$ cat src/rtl/colour_pkg.sv
// Shared constants and helpers for the colour channel mapper slice.
package colour_pkg;

   localparam int NCH_DEFAULT = 3;
   localparam int CW_DEFAULT  = 4;

   // Select code that forces a channel to zero: the first code after the channel indices.
   function automatic int sel_zero(input int n);
      return n;
   endfunction

   // Lowest select code that passes a channel's own input through untouched.
   function automatic int sel_pass(input int n);
      return n + 1;
   endfunction

   // (a + b) mod n for a, b already below n, so a single conditional subtract suffices.
   function automatic int wrap_add(input int a, input int b, input int n);
      int sum;
      sum = a + b;
      if (sum >= n) begin
         sum = sum - n;
      end
      return sum;
   endfunction

endpackage

$ cat src/rtl/colour_frame_ctrl.sv
// Frame-level control: vsync edge detection, shadow config register and auto-rotate counters.
module colour_frame_ctrl
   import colour_pkg::*;
#(
   parameter int NCH         = NCH_DEFAULT,
   parameter int SELW        = $clog2(NCH + 2),
   parameter bit VS_POL      = 1'b0,
   parameter int AUTO_FRAMES = 60
) (
   input  logic                 clk,
   input  logic                 rst_n,
   input  logic                 vs_s1,
   input  logic [NCH*SELW-1:0]  cfg_sel,
   input  logic [NCH-1:0]       cfg_inv,
   input  logic                 auto_en,
   output logic [NCH*SELW-1:0]  act_sel,
   output logic [NCH-1:0]       act_inv,
   output logic [SELW-1:0]      rot,
   output logic                 cfg_applied
);

   localparam int               FCW       = (AUTO_FRAMES > 1) ? $clog2(AUTO_FRAMES) : 1;
   localparam logic [FCW-1:0]   FCNT_LAST = FCW'(AUTO_FRAMES - 1);
   localparam logic [SELW-1:0]  ROT_LAST  = SELW'(NCH - 1);

   logic           vs_prev;
   logic           fs;
   logic [FCW-1:0] fcnt;

   assign fs = (vs_s1 == VS_POL) && (vs_prev != VS_POL);

   // Remember last cycle's registered vsync so the move into the active level can be seen.
   always_ff @(posedge clk or negedge rst_n) begin
      if (!rst_n) begin
         vs_prev <= ~VS_POL;
      end else begin
         vs_prev <= vs_s1;
      end
   end

   // Shadow config: switches are only taken at frame start so a frame never tears.
   always_ff @(posedge clk or negedge rst_n) begin
      if (!rst_n) begin
         for (int i = 0; i < NCH; i++) begin
            act_sel[i*SELW +: SELW] <= SELW'(i);
         end
         act_inv     <= '0;
         cfg_applied <= 1'b0;
      end else begin
         cfg_applied <= fs;
         if (fs) begin
            act_sel <= cfg_sel;
            act_inv <= cfg_inv;
         end
      end
   end

   // Frame counter and rotation offset; leaving auto mode clears both at the next frame start.
   always_ff @(posedge clk or negedge rst_n) begin
      if (!rst_n) begin
         fcnt <= '0;
         rot  <= '0;
      end else if (fs) begin
         if (auto_en) begin
            if (fcnt == FCNT_LAST) begin
               fcnt <= '0;
               rot  <= (rot == ROT_LAST) ? '0 : rot + SELW'(1);
            end else begin
               fcnt <= fcnt + FCW'(1);
            end
         end else begin
            fcnt <= '0;
            rot  <= '0;
         end
      end
   end

endmodule

$ cat src/rtl/colour_channel_mapper.sv
// Two-stage per-channel colour remapper between the filter stage and the VGA driver.
module colour_channel_mapper
   import colour_pkg::*;
#(
   parameter int NCH         = NCH_DEFAULT,
   parameter int CW          = CW_DEFAULT,
   parameter int SELW        = $clog2(NCH + 2),
   parameter bit VS_POL      = 1'b0,
   parameter int AUTO_FRAMES = 60
) (
   input  logic                 clk,
   input  logic                 rst_n,
   input  logic [NCH*SELW-1:0]  cfg_sel,
   input  logic [NCH-1:0]       cfg_inv,
   input  logic                 auto_en,
   input  logic [NCH*CW-1:0]    pix_in,
   input  logic                 de_in,
   input  logic                 hs_in,
   input  logic                 vs_in,
   output logic [NCH*CW-1:0]    pix_out,
   output logic                 de_out,
   output logic                 hs_out,
   output logic                 vs_out,
   output logic                 cfg_applied,
   output logic [SELW-1:0]      rot_out
);

   localparam logic [SELW-1:0] SEL_ZERO_CODE = SELW'(sel_zero(NCH));
   localparam logic [SELW-1:0] SEL_PASS_CODE = SELW'(sel_pass(NCH));

   logic [NCH*CW-1:0]   pix_s1;
   logic                de_s1;
   logic                hs_s1;
   logic                vs_s1;
   logic [NCH*CW-1:0]   mapped;
   logic [NCH*SELW-1:0] act_sel;
   logic [NCH-1:0]      act_inv;
   logic [SELW-1:0]     rot;

   colour_frame_ctrl #(
      .NCH         (NCH),
      .SELW        (SELW),
      .VS_POL      (VS_POL),
      .AUTO_FRAMES (AUTO_FRAMES)
   ) u_frame_ctrl (
      .clk         (clk),
      .rst_n       (rst_n),
      .vs_s1       (vs_s1),
      .cfg_sel     (cfg_sel),
      .cfg_inv     (cfg_inv),
      .auto_en     (auto_en),
      .act_sel     (act_sel),
      .act_inv     (act_inv),
      .rot         (rot),
      .cfg_applied (cfg_applied)
   );

   assign rot_out = rot;

   // Stage 1: capture the incoming pixel and syncs; syncs reset to their inactive level.
   always_ff @(posedge clk or negedge rst_n) begin
      if (!rst_n) begin
         pix_s1 <= '0;
         de_s1  <= 1'b0;
         hs_s1  <= ~VS_POL;
         vs_s1  <= ~VS_POL;
      end else begin
         pix_s1 <= pix_in;
         de_s1  <= de_in;
         hs_s1  <= hs_in;
         vs_s1  <= vs_in;
      end
   end

   for (genvar i = 0; i < NCH; i++) begin : g_chan
      logic [SELW-1:0] sel_code;
      logic [CW-1:0]   chan_val;
      int              src;

      assign sel_code = act_sel[i*SELW +: SELW];

      // Pick rotated source, zero or own channel, then apply the optional invert.
      always_comb begin
         chan_val = '0;
         src      = wrap_add(int'(sel_code), int'(rot), NCH);
         if (sel_code < SEL_ZERO_CODE) begin
            for (int j = 0; j < NCH; j++) begin
               if (src == j) begin
                  chan_val = pix_s1[j*CW +: CW];
               end
            end
         end else if (sel_code >= SEL_PASS_CODE) begin
            chan_val = pix_s1[i*CW +: CW];
         end
         if (act_inv[i]) begin
            chan_val = ~chan_val;
         end
      end

      assign mapped[i*CW +: CW] = chan_val;
   end

   // Stage 2: register the remapped pixel, blanking it whenever video is inactive.
   always_ff @(posedge clk or negedge rst_n) begin
      if (!rst_n) begin
         pix_out <= '0;
         de_out  <= 1'b0;
         hs_out  <= ~VS_POL;
         vs_out  <= ~VS_POL;
      end else begin
         pix_out <= de_s1 ? mapped : '0;
         de_out  <= de_s1;
         hs_out  <= hs_s1;
         vs_out  <= vs_s1;
      end
   end

endmodule

$ cat config.mk
export PLATFORM = sky130hd
export DESIGN_NAME = colour_channel_mapper
export DESIGN_NICKNAME = d
export VERILOG_FILES = /design/src/rtl/colour_pkg.sv /design/src/rtl/colour_frame_ctrl.sv /design/src/rtl/colour_channel_mapper.sv
export SDC_FILE = /design/constraint.sdc
export NUM_CORES = 1
export LEC_CHECK = 0
export ABC_AREA = 1
export BUFFER_PORTS_ARGS = -buffer_cell sky130_fd_sc_hd__buf_2
export CAP_MARGIN = 5
export CORE_UTILIZATION = 44
export CTS_CLUSTER_DIAMETER = 100
export DETAILED_ROUTE_END_ITERATION = 6
export REMOVE_ABC_BUFFERS = 1
export SKIP_CTS_REPAIR_TIMING = 1
export SLEW_MARGIN = 10
export SYNTH_ARGS = -nofsm -noshare
export SYNTH_HDL_FRONTEND = slang
export SYNTH_SLANG_ARGS = --single-unit
export TNS_END_PERCENT = 1
$ cat constraint.sdc
create_clock -name clk -period 7.44 [get_ports clk]
set_input_delay 2.232 -clock clk [delete_from_list [all_inputs] [get_ports clk]]
set_output_delay 2.232 -clock clk [all_outputs]
set_load 0.005 [all_outputs]
### Word-level counts from Yosys, hierarchy flattened

Index checks and enable logic that the tools add are counted.

* equal/unequal tests: 9
* shift operators: 0
* bitwise logic cells: 4
* add/subtract/negate cells: 8
* div/mod/pow operators: 0
* reductions and logical operators: 5
* $lt $le $gt $ge: 9
* muxes and demuxes: 27
* multiply operators: 0

Operators with widths (number)
* == test 32 x 2 -> 1 bit (second input constant): 3
* == test 32 x 3 -> 1 bit (second input constant): 3
* zero test 32 bit: 3
* 2-to-1 mux 32 bit: 3
* 2-to-1 mux 4 bit: 18
* subtractor 4 x 2 -> 5 bit (second input constant): 3
* adder 3 x 3 -> 4 bit: 3
* greater-or-equal comparator 4 x 2 -> 1 bit (second input constant): 3
* 2-to-1 mux 12 bit: 1
* 2-to-1 mux 6 bit: 2
* NOT 4 bit: 3
* greater-or-equal comparator 3 bit (second input constant): 3
* less-than comparator 3 x 2 -> 1 bit (second input constant): 3
* 2-to-1 mux 3 bit: 3
* adder 6 x 1 -> 6 bit (second input constant): 1
* == test 6 bit (second input constant): 1
* adder 3 x 1 -> 3 bit (second input constant): 1
* == test 3 x 2 -> 1 bit (second input constant): 1
* inequality test 2 x 1 -> 1 bit (second input constant): 1
* AND reduction 2 bit: 1
* logical AND 1 bit: 1
* NOT 1 bit: 1

* register bits: 52
* word-level logic and storage cells: 75
* memories kept: 0
* bits in read-only memories: 0
* memory bits (writable): 0
* bits in latches: 0

### Depth between registers and ports, before layout

* depth after elaboration: 11
* depth in mapped cells: 17
* mapped depth without buffers: 17

### Modules after synthesis

Synthesis repeated with hierarchy kept, for this count alone.

* cells, all modules: 438
* area total of the unflattened synthesis: 3368.2 sq um

By module, submodules not included
* colour_channel_mapper: cells each 316, instances 1, sequential area each 755.7 sq um, area each 2356.0 sq um
* colour_frame_ctrl: cells each 122, instances 1, sequential area each 579.3 sq um, area each 1012.2 sq um

### Worst setup path before layout

Ideal clock, no wire load.

* path type: input to register
* start: input port auto_en
* end: register u_frame_ctrl.rot[1]
* path slack: 4.324 ns
* cell stages on the path: 6
* buffers on the path: 0
* arrival: 3.038 ns
* cell sequence: inv_1 o21ai_0 inv_1 nand3_1 o21ai_0 a21oi_1

* word-level cells in the longest chain between the ends: 2
* elaborated cells on any way between the ends: 3

Ends and longest elaborated chain
* start: declaration: line colour_channel_mapper.sv:15 `input logic auto_en,`
* inequality test 2 x 1 -> 1 bit (no line)
* AND reduction 2 bit (no line)
* end signal: assignment: line colour_frame_ctrl.sv:67 `rot <= (rot == ROT_LAST) ? '0 : rot + SELW'(1);`
* end: declaration: line colour_frame_ctrl.sv:18 `output logic [SELW-1:0] rot,`

Parallel ways exist; a longest one is shown, timed or not.
A chain may end at the register's enable or synchronous reset.

### Worst setup path in the final report

* start: register u_frame_ctrl.rot[1]
* end: output port rot_out[1]

RTL lines
* end: declaration: line colour_channel_mapper.sv:25 `output logic [SELW-1:0] rot_out`

No word-level cell between the ends.

==> impl_summary.log <==
INFO  metric synth_seq_cells = 52
INFO  metric worstPathArrival = roughly 1000 ps
INFO  metric hpwl = 4730 um
INFO  metric floorplan.die_area = about 7200 um2
INFO  metric first_global_vias = roughly 2400
INFO  metric path_max_fanout = 8
INFO  metric highest_count_cells_in_the_layout_ignoring_fill_and_taps = 116 x sky130_fd_sc_hd__nand2_1, 48 x sky130_fd_sc_hd__buf_2, 46 x sky130_fd_sc_hd__dfrtp_1, 43 x sky130_fd_sc_hd__inv_1, 43 x sky130_fd_sc_hd__nor2_1
INFO  metric fraction_of_final_layout_cells_sized_beyond_drive_strength_1 = 19.9%
INFO  metric timing.slew.headroom = approximately 57%
INFO  metric min_period_over_period = a little over two fifths
INFO  metric outcome = complete, no violations
INFO  metric power_density = 353 nW/um2
INFO  metric core_area = 6490 um2
INFO  metric yosys.area.top_type_share = 37.9%
INFO  metric grt_pass1_wl = 10700 um
INFO  metric grt_use_total = 18.6%
INFO  metric setup-violations-final = 0
INFO  metric dr.pass1.iters = 4
INFO  metric tns = 0 ps
INFO  metric crit_chain = buf_2
INFO  metric die_x = 85.1 um
INFO  metric grt_max_degree = 53
INFO  metric detail_route_antenna_nets = 0
INFO  metric cp.buffers_inverters = 1
INFO  metric clock-root-buffer = sky130_fd_sc_hd__clkbuf_8
INFO  metric hold_slack = between 300 and 400 ps
INFO  metric avgRoutedWirePerCell = 11.6 um
INFO  metric routed-via-count = between 2000 and 3000
INFO  metric critPathSlowestCell = sky130_fd_sc_hd__dfrtp_1
INFO  metric finalNetCount = around 500
INFO  metric number_of_different_library_cells_in_the_post_synthesis_netlist = 26
INFO  metric maxCapViolations = 0
INFO  metric rsz0062_at_grt = false
INFO  metric postSynthCellCount = roughly 400
INFO  metric critical_path_depth_in_cells = 1
INFO  metric htree_levels = 2
INFO  metric route.detailed.drc = 0
INFO  metric gp_routability_congestion = 0.840
INFO  metric fp-row-count = 29
INFO  metric vias_per_cell = 4.91
INFO  metric layout_min_cycle_time = 3250 ps
INFO  metric i_o_pin_count = between 40 and 50
INFO  metric required_time_of_the_critical_path = 5210 ps
INFO  metric hold_path_depth = 0
INFO  metric worst_slack = ~4200 ps
INFO  metric ir_worst_vdd = between 0.00015 and 0.0002 V
INFO  metric yosys_warnings = 0
INFO  metric synth.cell_area = 3040 um2
INFO  metric holdCritPathClass = reg2reg
INFO  metric tritoncts = done
INFO  metric crit_path_end_kind = output pin
INFO  metric synth_seq_area_share = 43.1%
INFO  metric tritoncts_num_sinks = 52
INFO  metric number_of_antenna_violations_at_the_first_check_in_global_routing = 0
INFO  metric cts-buffers-inserted = 5
INFO  metric area_growth = 13.8%
INFO  metric criticalPathCategory = reg2out
INFO  metric grt_overflow = 0
INFO  metric portBuffers = between 40 and 50
INFO  metric diodes = 0
INFO  metric slew_viol_final = 0
INFO  metric path_delay_family = flip-flops
INFO  metric tightestPinTransition = 645 ps
INFO  metric power.leakage = roughly 1.8 nW
INFO  metric start_util = between 40% and 50%
INFO  metric max_freq = between 0.3 and 0.4 GHz
INFO  metric startpoint_type = register
INFO  metric commonest_non_fill_non_tap_cell_in_the_layout = sky130_fd_sc_hd__nand2_1
INFO  metric worst_setup_hold_path_clk_slew = approximately 100 ps
INFO  metric detail_route.iter0.violations = 97
INFO  metric finalHoldViolations = 0
INFO  metric slowest_delay = 540 ps
INFO  metric yosys-top-cells-area = sky130_fd_sc_hd__dfrtp_1 38%, sky130_fd_sc_hd__nand2_1 14%, sky130_fd_sc_hd__a21oi_1 5.4%, sky130_fd_sc_hd__ha_1 5.4%, sky130_fd_sc_hd__inv_1 5.3%
INFO  metric dp_slack = around 3900 ps
INFO  metric finalWirelength = 6140 um
INFO  metric postSynthAreaPerCell = 7.55 um2
INFO  metric clk_path_buf_depth = 2
INFO  metric most_area_hungry_cell_type_in_the_yosys_netlist = sky130_fd_sc_hd__dfrtp_1
INFO  metric clock-skew-final = 3.40 ps
INFO  metric r2r.worst_path.cells = 14
INFO  metric overall_die_height = 85.1 um
INFO  metric clock_insertion_delay_worst_skew = 310 ps
## flip-flops by register name, summed over array words and instances, names as in the netlist
name	cells
u_frame_ctrl.act_inv	3
vs_s1	1
u_frame_ctrl.rot	3
de_out	1
u_frame_ctrl.vs_prev	1
hs_out	1
hs_s1	1
u_frame_ctrl.act_sel	9
pix_out	12
u_frame_ctrl.cfg_applied	1
pix_s1	12
u_frame_ctrl.fcnt	6
de_s1	1
## synth_stat cells
cell                         n
sky130_fd_sc_hd__nand2_2     9
sky130_fd_sc_hd__o21ai_4     1
sky130_fd_sc_hd__nor3b_1     1
sky130_fd_sc_hd__nor2_2      5
sky130_fd_sc_hd__nand3b_1    2
sky130_fd_sc_hd__dfstp_2     6
sky130_fd_sc_hd__a21boi_0    1
sky130_fd_sc_hd__buf_2       1
sky130_fd_sc_hd__a21oi_1    33
sky130_fd_sc_hd__fa_1        3
sky130_fd_sc_hd__o22ai_1     1
sky130_fd_sc_hd__nor2_1     43
sky130_fd_sc_hd__nand3_2     4
sky130_fd_sc_hd__nand4_1     4
sky130_fd_sc_hd__inv_2       3
sky130_fd_sc_hd__nand2_1   116
sky130_fd_sc_hd__buf_1       2
sky130_fd_sc_hd__o21ai_0    23
sky130_fd_sc_hd__nor3_1      5
sky130_fd_sc_hd__ha_1       13
sky130_fd_sc_hd__nor2_4      4
sky130_fd_sc_hd__nand3_1    27
sky130_fd_sc_hd__inv_1      43
sky130_fd_sc_hd__clkbuf_1    4
sky130_fd_sc_hd__dfrtp_1    46
sky130_fd_sc_hd__xnor2_1     2
## where the power goes
group	internal [W]	switching, W	total [W]
Combinational	0.000252	0.000443	0.000695
Clock	0.0000687	0.0000981	0.000167
Sequential	0.000326	0.0000331	0.000360
Total	0.000647	0.000574	0.00122
## path summary, 6_finish.rpt
kind	startpoint	end	slack [ps]
min	hs_s1	hs_out	360
min reg2reg	hs_s1	hs_out	360
min in group asynchronous	rst_n	u_frame_ctrl.act_sel[8]	2010
max in group asynchronous	rst_n	pix_s1[9]	4980
max	u_frame_ctrl.rot[1]	rot_out[1]	4190
max reg2reg	u_frame_ctrl.rot[1]	pix_out[6]	4630
## per-stage QoR
stage | total power, W | instances | instance area (um2) | util (%)
2_1_floorplan | 0.000915 | 395 | 3010 | -
3_3_place_gp | 0.00104 | 522 | 3360 | 51.7
3_5_place_dp | 0.00106 | 522 | 3360 | 51.7
4_1_cts | 0.00123 | 530 | 3450 | 53.2
5_1_grt | 0.00135 | 530 | 3450 | 53.2
6_report | 0.00122 | 530 | 3450 | 53.2
## routing by layer
metal	GRT usage, %	wire, um	vias to the layer above
met5	0	0	-
met4	5.08	68	0
met3	3.02	248	6
met2	32.8	2880	57
met1	23.6	2940	1155
li1	-	-	1384
## final cells by class
class | instances | area [um2]
clock buffers | 5 | 68.8
clock inverters | 3 | 25.0
multi-input cells | 297 | 1530
repair buffers | 50 | 255
fillers | 622 | 3040
flip-flops and latches | 52 | 1310
well taps | 77 | 96.3
inverters | 46 | 173
## cell families (layout without fill, tap and decap cells)
group	count (synthesis)	after routing	synth area share, %
simple gates	220	220	32.2
flops	52	52	43.1
fa+ha+maj	16	16	7.33
buf+inv	53	104	6.59
xor+xnor	2	2	0.577
compound gates	59	59	10.2
No activity file was read; power rests on OpenSTA's default activity.
